<file path="config.mk">
export PLATFORM = sky130hd
export DESIGN_NAME = pov_column_scheduler
export DESIGN_NICKNAME = d
export VERILOG_FILES = /design/src/rtl/pov_column_scheduler.sv
export SDC_FILE = /design/constraint.sdc
export NUM_CORES = 1
export LEC_CHECK = 0
export CAP_MARGIN = 15
export CORE_AREA = 5 5 112 114
export DETAILED_ROUTE_END_ITERATION = 6
export DIE_AREA = 0 0 117 119
export GPL_TIMING_DRIVEN = 0
export PLACE_DENSITY = 0.83
export RECOVER_POWER = 50
export SETUP_SLACK_MARGIN = 0.15
export SLEW_MARGIN = 20
export SYNTH_ARGS = -nofsm -noshare
export SYNTH_HDL_FRONTEND = slang
export SYNTH_SLANG_ARGS = --single-unit
</file>
<file path="constraint.sdc">
create_clock -name sys_clk -period 4.23 [get_ports sys_clk]
set_input_delay 1.0575 -clock sys_clk [delete_from_list [all_inputs] [get_ports sys_clk]]
set_output_delay 1.0575 -clock sys_clk [all_outputs]
set_load 0.005 [all_outputs]
</file>
<file path="src/rtl/pov_column_scheduler.sv">
// POV column scheduler: measures rotation period from the encoder index
// and issues one evenly spaced column strobe per slot to the LED driver.
module pov_column_scheduler #(
  parameter int NUM_COLS   = 64,
  parameter int PERIOD_W   = 26,
  parameter int MIN_PERIOD = 100000
) (
  input  logic                        sys_clk,
  input  logic                        Reset,
  input  logic                        index_in,
  input  logic                        enable,
  input  logic                        drv_busy,
  output logic                        write_data,
  output logic [$clog2(NUM_COLS)-1:0] col_idx,
  output logic                        locked,
  output logic [PERIOD_W-1:0]         period,
  output logic                        overrun
);

  localparam int CW = $clog2(NUM_COLS);
  localparam logic [CW-1:0] LAST = CW'(NUM_COLS - 1);
  localparam logic [PERIOD_W-1:0] MIN_P = PERIOD_W'(MIN_PERIOD);
  localparam logic [PERIOD_W-1:0] ONE = PERIOD_W'(1);

  localparam logic [1:0] IDLE    = 2'd0;
  localparam logic [1:0] MEASURE = 2'd1;
  localparam logic [1:0] RUN     = 2'd2;

  logic [2:0]          sync;
  logic                idx_pulse;
  logic [PERIOD_W-1:0] cnt;
  logic [PERIOD_W-1:0] timer;
  logic [1:0]          state;
  logic                pending;

  logic                cnt_sat;
  logic                accept;
  logic                abort;
  logic [PERIOD_W-1:0] slot_new;
  logic [PERIOD_W-1:0] slot_cur;

  logic [1:0]          state_nxt;
  logic [CW-1:0]       col_nxt;
  logic [PERIOD_W-1:0] timer_nxt;
  logic [PERIOD_W-1:0] period_nxt;
  logic                restart;
  logic                due;
  logic                pend_nxt;
  logic                wr_nxt;
  logic                ovr_nxt;

  assign cnt_sat  = &cnt;
  assign accept   = idx_pulse & enable &
                    ((cnt >= MIN_P) | (state == IDLE));
  assign abort    = !enable | (cnt_sat & (state != IDLE));
  assign slot_new = cnt >> CW;
  assign slot_cur = period >> CW;
  assign locked   = (state == RUN);

  always_comb begin
    state_nxt  = state;
    col_nxt    = col_idx;
    timer_nxt  = timer;
    period_nxt = period;
    restart    = 1'b0;
    due        = 1'b0;
    if (abort) begin
      state_nxt = IDLE;
    end else begin
      case (state)
        IDLE: begin
          if (accept) state_nxt = MEASURE;
        end
        MEASURE: begin
          if (accept) begin
            period_nxt = cnt;
            if (slot_new != '0) begin
              state_nxt = RUN;
              restart   = 1'b1;
            end
          end
        end
        RUN: begin
          if (accept) begin
            period_nxt = cnt;
            if (slot_new != '0) restart = 1'b1;
            else state_nxt = MEASURE;
          end else if (timer == '0) begin
            // after the last column hold until the next index
            if (col_idx != LAST) begin
              col_nxt   = col_idx + CW'(1);
              timer_nxt = slot_cur - ONE;
              due       = 1'b1;
            end
          end else begin
            timer_nxt = timer - ONE;
          end
        end
        default: state_nxt = IDLE;
      endcase
    end
    if (restart) begin
      col_nxt   = '0;
      timer_nxt = slot_new - ONE;
      due       = 1'b1;
    end
  end

  // a newly due column always replaces a strobe still waiting on the driver
  always_comb begin
    pend_nxt = pending;
    wr_nxt   = 1'b0;
    ovr_nxt  = 1'b0;
    if (abort) begin
      pend_nxt = 1'b0;
    end else if (due) begin
      ovr_nxt  = pending;
      pend_nxt = 1'b1;
    end else if (pending && !drv_busy) begin
      wr_nxt   = 1'b1;
      pend_nxt = 1'b0;
    end
  end

  always_ff @(posedge sys_clk or posedge Reset) begin
    if (Reset) begin
      sync       <= '0;
      idx_pulse  <= 1'b0;
      cnt        <= ONE;
      timer      <= '0;
      state      <= IDLE;
      period     <= '0;
      col_idx    <= '0;
      pending    <= 1'b0;
      write_data <= 1'b0;
      overrun    <= 1'b0;
    end else begin
      sync       <= {sync[1:0], index_in};
      idx_pulse  <= sync[1] & ~sync[2];
      if (accept && !abort) cnt <= ONE;
      else if (!cnt_sat) cnt <= cnt + ONE;
      timer      <= timer_nxt;
      state      <= state_nxt;
      period     <= period_nxt;
      col_idx    <= col_nxt;
      pending    <= pend_nxt;
      write_data <= wr_nxt;
      overrun    <= ovr_nxt;
    end
  end

endmodule

</file>
==> run metrics <==
PD cells=between 500 and 600 mW/mm2; Residual DRC=0; sequential element share of the synthesized area=between 40 and 50%; # Post-CTS Setup Buffers=0; # setup viols final=0; Ys Warns=0; crit path DAT=between 3 and 4 ns; crit-path max FO=10; most frequent cell after synthesis=dfrtp_1; DR pass1 iterations=5; vias post-DR=just over 5000; overall routing resource usage=23.5%; actual slew at the worst max-slew pin=approximately 1.8 ns; Critical Path End Type=flip-flop; Post-CTS Hold Buffers=0; FMAX=roughly 270 MHz; post-layout util=between 50% and 60%; CTS Buffer Depth=2; CTS tree=done; top cells by area, synth=dfrtp_1 (40%), mux2_2 (4.7%), xnor2_1 (4.2%), nor2_1 (4.1%), xor2_1 (3.5%); global route overflow=0; vias in the first global route=5094; mux contribution to synthesized area=6.40%; Fin Hold WS=0.351 ns; number of hold violations in the final report=0; Netlist cell types=70; main combinational cell family by area after synthesis=simple AND/OR/NAND/NOR gates; I/O Pins=40; syn_area_per_cell=9.30 um2; met3 Usage GRT=between 3 and 4%; post-synthesis xor/xnor area fraction=under 10%; Synth Area in Compound Gates=around 14%; P&R area growth vs syn=15.4%; Final period util=approximately 90%; Core Region=about 0.011 mm2; simple-gate portion of the synthesized area=between 20% and 30%; chip height=about 120 um; antenna cells=0; violated checks=max-capacitance violations, max-slew violations; Mapped Area=~0.0058 mm2; met2 Use GR=37.9%; Most Crowded Layer GR=met2; EDFF count, synth=0; TritonCTS Buffers=9; CTS H-Tree Depth=3; Worst-Skew Late Latency=about 0.34 ns; die width=117 um; clk slew on worst S/H paths=approximately 0.060 ns; largest net degree at the start of global routing=54; post-route minimum period=around 3.7 ns; synth cell count leaders=dfrtp_1 (92), nor2_1 (64), nand2_1 (43), nor3_1 (29); RSZ-0062 raised after global routing=no; Max rail drop VDD=307 uV; maxcap violations=1; non-filler cells, final=823; Leakage Power=roughly 0.0028 uW; CP startpoint kind=input pin; HPWL after DPL=about 11000 um; ratio of cells with drive above 1 in the final layout=between 10 and 15%; Worst EP required=around 4.5 ns; Synth Area in Adders=under 10%; placer congestion estimate=about 0.96; Synth top area share=39.7%; port bufs=39; CP Class=in2reg; antenna violations before repair=0; run status=finished, violations left; Cells after DPL=about 810; die area=0.0139 mm2; Layout Nets=roughly 700; Total Wirelength=between 15000 and 20000 um; syn nets=about 640; asr flop ratio synth=between 90% and 100%; largest area contributor in the netlist=dfrtp_1; ys flop type=dfrtp_1; Initial Utilization=51.3%; Clock Sinks=93; Max-Slew Margin vs Limit=-21.7%; CTS root buf=clkbuf_16; Hold Path Class=reg2reg; first-pass GRT wire length=between 20000 and 30000 um; max-slew violations=slightly above 40; met1 Usage GRT=31.8%; final antenna-violating net count=0; Total Power=3880 uW; vias per cell=~6.3; post_cts resized=0; cells after synthesis=roughly 620; Layout Skew=between 0.008 and 0.009 ns; Site Rows=39; drt wl/cell=19.2 um; Initial DRC Count=a little over 500; Yosys reg bits=93
## metrics by stage
stage	setup WS [ns]	TNS, ns	instance area [um2]
floorplan	0.754	0	5810
global placement	-0.685	-62.41	6370
detailed placement	0.217	0	6410
CTS	0.553	0	6700
global route	0.399	0	6700
finish	0.521	0	6700
## flip-flops by register name, summed over array words and instances, names as in the netlist
| name | cells |
|---|---|
| col_idx | 6 |
| state | 2 |
| cnt | 26 |
| period | 26 |
| write_data | 1 |
| timer | 26 |
| pending | 1 |
| sync | 3 |
| overrun | 1 |
| idx_pulse | 1 |
## report_power, final
group | switching (uW) | internal [uW]
logic | 857 | 743
registers | 330 | 1130
clock network | 342 | 473
total | 1530 | 2350
## final timing paths
check	from	endpoint	slack, ns	cells after the start
max	enable	period[2]	0.52	8
min	sync[0]	sync[1]	0.35	0
max reg2reg	timer[14]	col_idx[0]	0.96	6
min reg2reg	sync[0]	sync[1]	0.35	0
max in group asynchronous	Reset	timer[21]	1.71	3
min in group asynchronous	Reset	state[0]	1.62	2
## kinds of logic after synthesis
family          after synthesis
mux                          34
buf+inv                      59
flops                        93
simple gates                256
compound gates              119
fa+ha+maj                    12
xor+xnor                     51
## critical path, cell delays in order
cell	delay, ns
clkdlybuf4s50_1	0.55
nand2_1	0.11
nor4_1	0.47
a21oi_1	0.33
nor2_1	0.57
nand2_2	0.25
buf_4	0.27
mux2_1	0.32
## metal layers
layer  vias to the layer above  routed length [um]
met5                         -                   0
met4                         0                 393
met3                        41                 940
met2                       212                7940
met1                      2546                6490
li1                       2389                   -
## cell type report
class	count	area (um2)
clock inverters	4	47.5
well taps	143	179
plain buffers	38	199
flip-flops and latches	93	2330
inverters	21	80.1
multi-input cells	472	3200
fillers	939	4620
repair buffers	40	418
clock buffers	12	246
## layout by cell type (no fill, tap or decap), types with 21 or more instances in the layout
| cell | instances |
|---|---|
| dfrtp_1 | 92 |
| nor2_1 | 64 |
| nand2_1 | 43 |
| nor3_1 | 29 |
| a21oi_1 | 28 |
| xnor2_1 | 28 |
| nand3_1 | 27 |
| mux2_2 | 24 |
| clkdlybuf4s50_1 | 24 |
| xor2_1 | 23 |
| o21ai_0 | 21 |
(Power assumes the default switching activity.)
